$ cat src/rtl/reset_sequencer.sv
// Multi-channel reset sequencer: asserts all reset outputs together, then releases them
// in staggered order after an external, debounced-button or software reset request.
module reset_sequencer #(
  parameter int unsigned NUM_CHANNELS    = 3,
  parameter int unsigned HOLD_CYCLES     = 10,
  parameter int unsigned STAGGER_CYCLES  = 4,
  parameter int unsigned DEBOUNCE_CYCLES = 8,
  parameter int unsigned SYNC_STAGES     = 2,
  parameter int unsigned CNT_WIDTH       = 8
) (
  input  logic                    i_clk,
  input  logic                    i_reset_n,
  input  logic                    i_button_n,
  input  logic                    i_sw_reset,
  output logic [NUM_CHANNELS-1:0] o_reset_n,
  output logic                    o_busy,
  output logic [1:0]              o_cause
);

  localparam int unsigned CH_W = (NUM_CHANNELS > 1) ? $clog2(NUM_CHANNELS) : 1;
  localparam logic [CNT_WIDTH-1:0] HOLD_LAST = CNT_WIDTH'(HOLD_CYCLES - 1);
  localparam logic [CNT_WIDTH-1:0] STAG_LAST = CNT_WIDTH'(STAGGER_CYCLES - 1);
  localparam logic [CNT_WIDTH-1:0] DEB_LAST  = CNT_WIDTH'(DEBOUNCE_CYCLES - 1);
  localparam logic [CH_W-1:0]      LAST_CH   = CH_W'(NUM_CHANNELS - 1);

  localparam logic [1:0] CAUSE_EXT    = 2'b00;
  localparam logic [1:0] CAUSE_BUTTON = 2'b01;
  localparam logic [1:0] CAUSE_SW     = 2'b10;

  typedef enum logic [1:0] {
    ST_HOLD,
    ST_RELEASE,
    ST_RUN
  } state_e;

  logic [SYNC_STAGES-1:0]  rst_chain;
  logic [SYNC_STAGES-1:0]  btn_chain;
  logic                    rst_sync;
  logic                    btn_sync;
  logic                    db_level;
  logic [CNT_WIDTH-1:0]    db_cnt;
  logic                    db_diff;
  logic                    db_done;
  logic                    press;

  state_e                  state_q, state_d;
  logic [CNT_WIDTH-1:0]    cnt_q, cnt_d;
  logic [CH_W-1:0]         ch_q, ch_d;
  logic [NUM_CHANNELS-1:0] rst_q, rst_d;
  logic                    busy_q, busy_d;
  logic [1:0]              cause_q, cause_d;

  // Reset deassertion synchroniser and button synchroniser
  always_ff @(posedge i_clk or negedge i_reset_n) begin
    if (!i_reset_n) begin
      rst_chain <= '0;
      btn_chain <= '1;
    end else begin
      rst_chain <= {rst_chain[SYNC_STAGES-2:0], 1'b1};
      btn_chain <= {btn_chain[SYNC_STAGES-2:0], i_button_n};
    end
  end

  assign rst_sync = rst_chain[SYNC_STAGES-1];
  assign btn_sync = btn_chain[SYNC_STAGES-1];

  // Debounce: level flips after DEBOUNCE_CYCLES consecutive differing samples
  assign db_diff = (btn_sync != db_level);
  assign db_done = db_diff && (db_cnt == DEB_LAST);
  assign press   = db_done && db_level;

  always_ff @(posedge i_clk or negedge i_reset_n) begin
    if (!i_reset_n) begin
      db_level <= 1'b1;
      db_cnt   <= '0;
    end else if (!db_diff) begin
      db_cnt <= '0;
    end else if (db_done) begin
      db_level <= btn_sync;
      db_cnt   <= '0;
    end else begin
      db_cnt <= db_cnt + CNT_WIDTH'(1);
    end
  end

  // Sequencer state register
  always_ff @(posedge i_clk or negedge i_reset_n) begin
    if (!i_reset_n) begin
      state_q <= ST_HOLD;
      cnt_q   <= '0;
      ch_q    <= '0;
      rst_q   <= '0;
      busy_q  <= 1'b1;
      cause_q <= CAUSE_EXT;
    end else begin
      state_q <= state_d;
      cnt_q   <= cnt_d;
      ch_q    <= ch_d;
      rst_q   <= rst_d;
      busy_q  <= busy_d;
      cause_q <= cause_d;
    end
  end

  // Next-state logic; a reset request overrides the sequence in any state
  always_comb begin
    state_d = state_q;
    cnt_d   = cnt_q;
    ch_d    = ch_q;
    rst_d   = rst_q;
    busy_d  = busy_q;
    cause_d = cause_q;

    if (press || i_sw_reset) begin
      state_d = ST_HOLD;
      cnt_d   = '0;
      ch_d    = '0;
      rst_d   = '0;
      busy_d  = 1'b1;
      cause_d = press ? CAUSE_BUTTON : CAUSE_SW;
    end else begin
      case (state_q)
        ST_HOLD: begin
          if (!rst_sync || !db_level) begin
            cnt_d = '0;
          end else if (cnt_q == HOLD_LAST) begin
            cnt_d    = '0;
            rst_d[0] = 1'b1;
            ch_d     = CH_W'(1);
            if (NUM_CHANNELS == 1) begin
              state_d = ST_RUN;
              busy_d  = 1'b0;
            end else begin
              state_d = ST_RELEASE;
            end
          end else begin
            cnt_d = cnt_q + CNT_WIDTH'(1);
          end
        end
        ST_RELEASE: begin
          if (cnt_q == STAG_LAST) begin
            cnt_d       = '0;
            rst_d[ch_q] = 1'b1;
            ch_d        = ch_q + CH_W'(1);
            if (ch_q == LAST_CH) begin
              state_d = ST_RUN;
              busy_d  = 1'b0;
            end
          end else begin
            cnt_d = cnt_q + CNT_WIDTH'(1);
          end
        end
        ST_RUN: begin
          cnt_d = '0;
        end
        default: begin
          state_d = ST_HOLD;
        end
      endcase
    end
  end

  assign o_reset_n = rst_q;
  assign o_busy    = busy_q;
  assign o_cause   = cause_q;

endmodule

$ cat config.mk
export PLATFORM = sky130hd
export DESIGN_NAME = reset_sequencer
export DESIGN_NICKNAME = d
export VERILOG_FILES = /design/src/rtl/reset_sequencer.sv
export SDC_FILE = /design/constraint.sdc
export NUM_CORES = 1
export LEC_CHECK = 0
export CORE_MARGIN = 2
export CORE_UTILIZATION = 58
export CTS_CLUSTER_SIZE = 8
export DETAILED_ROUTE_END_ITERATION = 12
export PLACE_DENSITY_LB_ADDON = 0.15
export SYNTH_ARGS = -nofsm -noshare
export SYNTH_HDL_FRONTEND = slang
export SYNTH_SLANG_ARGS = --single-unit
$ cat constraint.sdc
create_clock -name i_clk -period 2.2 [get_ports i_clk]
set_input_delay 0.44 -clock i_clk [delete_from_list [all_inputs] [get_ports i_clk]]
set_output_delay 0.44 -clock i_clk [all_outputs]
set_load 0.03 [all_outputs]
==> flow_summary.json, run 1 <==
{
  "worstSetupEndpointType": "flop",
  "grt_util_all_layers": 0.2097,
  "antenna_left": 0,
  "max_slew_margin": 0.6234,
  "via_count": 1251,
  "seq_area_frac_synth": 0.4685,
  "p_leak_nw": 0.7834,
  "wl_um": 3036,
  "p_sw_frac": 0.2484,
  "placeableCoreArea_mm2": 0.002734,
  "dp_hpwl_um": 2219,
  "period_share": 0.9241,
  "tns_ns": 0,
  "synth_flop_cell": "dfrtp_1",
  "dieWidth_um": 57.61,
  "io_buffers": 9,
  "cp_data_required_time_ns": 2.46,
  "cts.sinks": 31,
  "max_cap_viol_count": 0,
  "insertion_delay_ns": 0.34,
  "switchingPower_uw": 309.0,
  "critPathMaxStageDelay_ns": 0.53,
  "synthCells": 166,
  "ys_ff_latch": 31,
  "p_seq_frac": 0.516,
  "grt_max_degree": 32,
  "status": "finished, final reports clean",
  "slew_violations": 0,
  "final.setup_skew_ns": 0.01220,
  "rows": 19,
  "finalSetupViolations": 0,
  "synthArstFlopShare": 1.000,
  "cts_buffers": 5,
  "synth_top_area_frac": 0.4054,
  "yosysTopAreaCell": "dfrtp_1",
  "yosys-top-cells-area": "dfrtp_1 (41%), ha_1 (7.5%), dfstp_2 (6.3%), nor2_1 (3.8%), o31ai_1 (3.2%)",
  "rsz0062_at_grt": "no",
  "crit_fanout": 10,
  "startpoint_type": "flop",
  "design.die.area_mm2": 0.003318,
  "fin_crit_ns": 2.033,
  "wl_per_cell_um": 14.39,
  "syn_to_final_growth_pct": 12.76,
  "clkPwrFrac": 0.374,
  "powerDensity_mw_per_mm2": 661.8,
  "layout-drive-gt1-share": 0.1167,
  "worstMarginPinSlew_ns": 0.5623,
  "cp_slowest_cell": "or4_1",
  "diodes": 0,
  "max-vdd-ir-drop_mv": 0.6535,
  "grt_pass1_vias": 1215,
  "crit_type": "reg2reg",
  "syn-num-nets": 180,
  "crit_family": "simple AND/OR/NAND/NOR gates",
  "grt_pass1_wl_um": 5188,
  "start_util": 0.6096,
  "crit_buf_inv": 0,
  "fp.dieH_um": 57.61,
  "crit_arrival_ns": 2.30,
  "vias_per_cell": 5.929,
  "gp_congestion": 0.8256,
  "cp_cell_sequence": "ha_1 -> nor3b_4 -> a31oi_2 -> or4_1 -> a21oi_1",
  "ys_types": 42,
  "drt_iter0_drc": 46,
  "netlist_area_mm2": 0.001667,
  "grt_remaining_overflow": 0,
  "dr.pass1.iters": 4,
  "drcViolationCount": 0,
  "post_cts_buffers": 0,
  "fmax_mhz": 491.9,
  "cts.path.max_buffers": 2,
  "clk_pin_slew_ns": 0.10,
  "synth_common_cells": "dfrtp_1 (27), nor2_1 (17), nand2_1 (13), inv_1 (11)",
  "synth-edff-count": 0,
  "io_pins": 10,
  "h-tree-depth": 2,
  "hold_path_class": "reg2reg",
  "p_int_uw": 934.8,
  "synth_most_common_cell": "dfrtp_1",
  "cts_tree": "done",
  "syn_area_per_cell_um2": 10.04,
  "finalHoldViolCount": 0,
  "power_frac_comb": 0.110,
  "final_nets": 193,
  "grt_antenna_before_repair": 0,
  "root_buffer": "clkbuf_4",
  "utilization": 0.6874,
  "yosysWarnings": 0,
  "reg2reg_slack_ns": 0.17
}
## final cells by class
cell class                      count  area [µm²]
Clock buffer                        6       51.30
Inverter                           11       41.29
Clock inverter                      2       35.03
Multi-Input combinational cell    120       834.6
Timing Repair Buffer               10       97.59
Sequential cell                    31       780.7
Tap cell                           31       38.79
Fill cell                         209       854.6
## final timing paths
kind | start | endpoint | depth (start not counted)
worst max-delay path | db_cnt[0] | cnt_q[4] | 5
worst min-delay path | rst_chain[0] | rst_chain[1] | 0
worst max register to register | db_cnt[0] | cnt_q[4] | 5
worst min register to register | rst_chain[0] | rst_chain[1] | 0
max in group asynchronous | i_reset_n | db_level | 2
min in group asynchronous | i_reset_n | cnt_q[0] | 2
## cell families (layout without fill, tap and decap cells)
logic type / Yosys count / count (layout) / share of synthesized area
XOR/XNOR: 6 / 6 / 0.03153
multiplexers: 4 / 4 / 0.02478
AND/OR/NAND/NOR: 62 / 62 / 0.2050
adder cells (fa/ha/maj): 10 / 10 / 0.07508
flip-flops: 31 / 31 / 0.4685
other: 1 / 1 / 0.002250
AO/OA/AOI/OAI: 37 / 37 / 0.1584
buffers and inverters: 15 / 29 / 0.03453
## power by group through the flow
| stage | Combinational, mW | Sequential [mW] | Clock (mW) |
|---|---|---|---|
| after floorplan | 0.0959 | 0.643 | 0 |
| after global placement | 0.129 | 0.650 | 0 |
| after detailed placement | 0.137 | 0.653 | 0 |
| after CTS | 0.137 | 0.642 | 0.476 |
| after global routing | 0.156 | 0.647 | 0.500 |
| final | 0.137 | 0.641 | 0.465 |
## metal layers
| metal | up-vias | share of wire | wire length, µm | global-route usage |
|---|---|---|---|---|
| met3 | 7 | 0.047 | 144 | 0.05442 |
| met5 | - | 0 | 0 | 0 |
| met4 | 0 | 0.021 | 65 | 0.1096 |
| li1 | 616 | - | - | - |
| met2 | 30 | 0.48 | 1450 | 0.3409 |
| met1 | 598 | 0.45 | 1375 | 0.2551 |
## metrics by stage
step           instances  area, µm²  hold slack, ns  power [mW]  setup slack (ns)
2_1_floorplan        166       1667          0.1444      0.7386            0.4303
5_1_grt              211       1879          0.3705       1.303           0.03790
4_1_cts              211       1873          0.3588       1.255            0.1099
3_5_place_dp         203       1787          0.3356      0.7893           0.06950
6_report             211       1879          0.3542       1.244            0.1670
3_3_place_gp         203       1787          0.3342      0.7789            0.2108
## cells in the final DEF, fill, tap and decap left out, types with 5 or more instances in the layout
master,instances
clkbuf_4,5
a21oi_1,10
clkdlybuf4s50_1,9
ha_1,10
nand2_1,13
nor2_1,17
inv_1,11
or4_1,5
xor2_1,5
dfrtp_1,27
nand3_1,8
o31ai_1,7
## registers in the layout, summed over array words and instances (netlist names)
signal and flops:
ch_q 2, o_cause 2, db_level 1, o_reset_n 3
o_busy 1, rst_chain 2, btn_chain 2, db_cnt 8
state_q 2, cnt_q 8
## timing repair
item                       CTS  global route
hold buffers                 0             0
setup endpoints to repair    0             1
resized for setup            0             1
Power figures use the tool's default switching activity.
==> run 2: changes to the inputs <==
ABC_CLOCK_PERIOD_IN_PS = 2200   (was default)
==> results of run 2 <==
Same layout as run 1: the final DEF is identical, and so are final timing and power.
==> run 3: changes to the inputs <==
CORE_UTILIZATION = 60   (was 58)
CTS_BUF_LIST = sky130_fd_sc_hd__clkbuf_16   (was default)
DONT_BUFFER_PORTS = 1   (was default)
==> flow_summary.json, run 3 (synthesis gave the netlist of run 1 again) <==
{
  "worstMarginPinSlew_ns": 0.5827,
  "r2r_start": "state_q[0]",
  "crit_arrival_ns": 2.18,
  "finalSetupViolations": 0,
  "reg2reg_slack_ns": 0.20,
  "cts_tree": "done",
  "cp.depth": 6,
  "drt_iter0_drc": 57,
  "max-vdd-ir-drop_mv": 0.9131,
  "max_slew_margin": 0.6097,
  "rows": 19,
  "cp_slowest_cell": "a31oi_2",
  "finalHoldViolCount": 0,
  "grt_util_all_layers": 0.2428,
  "crit_type": "reg2reg",
  "worstSetupEndpointType": "flop",
  "startpoint_type": "flop",
  "period_share": 0.9073,
  "fin_crit_ns": 1.996,
  "p_leak_nw": 0.7864,
  "io_pins": 10,
  "grt_pass1_vias": 1326,
  "wl_per_cell_um": 16.23,
  "cp_data_required_time_ns": 2.39,
  "rsz0062_at_grt": "no",
  "rr_worst_depth": 6,
  "post-place-ws_ns": 0.2446,
  "grt_antenna_before_repair": 0,
  "slew_violations": 0,
  "fmax_mhz": 501.0,
  "dr.pass1.iters": 4,
  "design_power_total_mw": 1.410,
  "antenna_left": 0,
  "via_count": 1268,
  "h-tree-depth": 2,
  "design.die.area_mm2": 0.003215,
  "dp_hpwl_um": 2166,
  "crit_buf_inv": 1,
  "layout-drive-gt1-share": 0.1098,
  "postPlaceCellArea_mm2": 0.001689,
  "grt_pass1_wl_um": 5947,
  "grt_remaining_overflow": 0,
  "wl_um": 3310,
  "start_util": 0.6204,
  "powerDensity_mw_per_mm2": 752.9,
  "final.setup_skew_ns": 0.005259,
  "seq_area_um2": 780.7,
  "syn_to_final_growth_pct": 12.39,
  "root_buffer": "clkbuf_16",
  "cts.path.max_buffers": 2,
  "multi_input_area_um2": 834.6,
  "max_cap_viol_count": 0,
  "crit_fanout": 10,
  "timing.rr.end": "cnt_q[3]",
  "critPathMaxStageDelay_ns": 0.41,
  "placeableCoreArea_mm2": 0.002686,
  "drcViolationCount": 0,
  "fp.dieH_um": 56.71,
  "diodes": 0,
  "clk_pin_slew_ns": 0.05,
  "cts_buffers": 5,
  "crit_family": "compound AO/OA/AOI/OAI gates",
  "tns_ns": 0,
  "placed_cells": 193,
  "gp_congestion": 0.8345,
  "io_buffers": 0,
  "grt_max_degree": 28,
  "cts.sinks": 31,
  "vias_per_cell": 6.216,
  "post_cts_buffers": 0,
  "design_area_mm2": 0.001873,
  "layout_commonest_cell": "dfrtp_1",
  "final_nets": 186,
  "stdcell_count": 204,
  "cp_cell_sequence": "inv_1 -> ha_1 -> or3_1 -> a31oi_2 -> o31ai_1 -> a21oi_1",
  "fill_cells": 194,
  "status": "finished, final reports clean",
  "final_cell_mix": "dfrtp_1 (27), nor2_1 (17), nand2_1 (13)",
  "hold_path_class": "in2async",
  "insertion_delay_ns": 0.27,
  "dieWidth_um": 56.71,
  "finalWorstSetupSlack_ns": 0.2039
}
run 3: where the power goes:
group | switching (mW) | internal [mW]
logic | 0.0777 | 0.0611
clock network | 0.220 | 0.407
registers | 0.0360 | 0.609
total | 0.334 | 1.08
run 3: timing repair:
item / in CTS / in global routing
hold buffers: 2 / 1
gates resized for setup: 0 / 1
hold endpoints to repair: 27 / 1
setup endpoints to repair: 0 / 1
run 3: worst register-to-register path, stage by stage, from the launching register on:
cell and delay, ns:
dfrtp_1 0.36, inv_1 0.08, ha_1 0.35, or3_1 0.39, a31oi_2 0.41, o31ai_1 0.14
a21oi_1 0.18
run 3: layout make-up:
class / count / area share
clock inverter: 3 / 0.006680
sequential: 31 / 0.4168
timing repair buffer: 3 / 0.02138
tap: 31 / 0.02071
clock buffer: 5 / 0.06680
inverter: 11 / 0.02204
multi-input combinational: 120 / 0.4456
run 3: per-stage QoR:
step	util	hold slack, ns
after CTS	0.6912	0.0005812
final	0.6973	0.01038
after global placement	0.6288	0.1450
after floorplan	-	0.1444
after global routing	0.6973	0.0005210
after detailed placement	0.6288	0.1451
run 3: worst max path at each step:
stage / slack (ns) / from / end
after global placement: 0.31 / state_q[0] / cnt_q[4]
after global routing: 0.05 / db_cnt[0] / cnt_q[3]
after CTS: 0.18 / db_cnt[0] / cnt_q[3]
final: 0.20 / state_q[0] / cnt_q[3]
after floorplan: 0.43 / cnt_q[4] / cnt_q[3]
after detailed placement: 0.24 / db_cnt[0] / cnt_q[6]
run 3: routing by layer:
metal | wire (µm) | vias up | global-route usage
li1 | - | 605 | -
met1 | 1428 | 620 | 0.2990
met2 | 1668 | 36 | 0.3904
met3 | 156 | 7 | 0.07373
met4 | 57 | 0 | 0.1088
met5 | 0 | - | 0
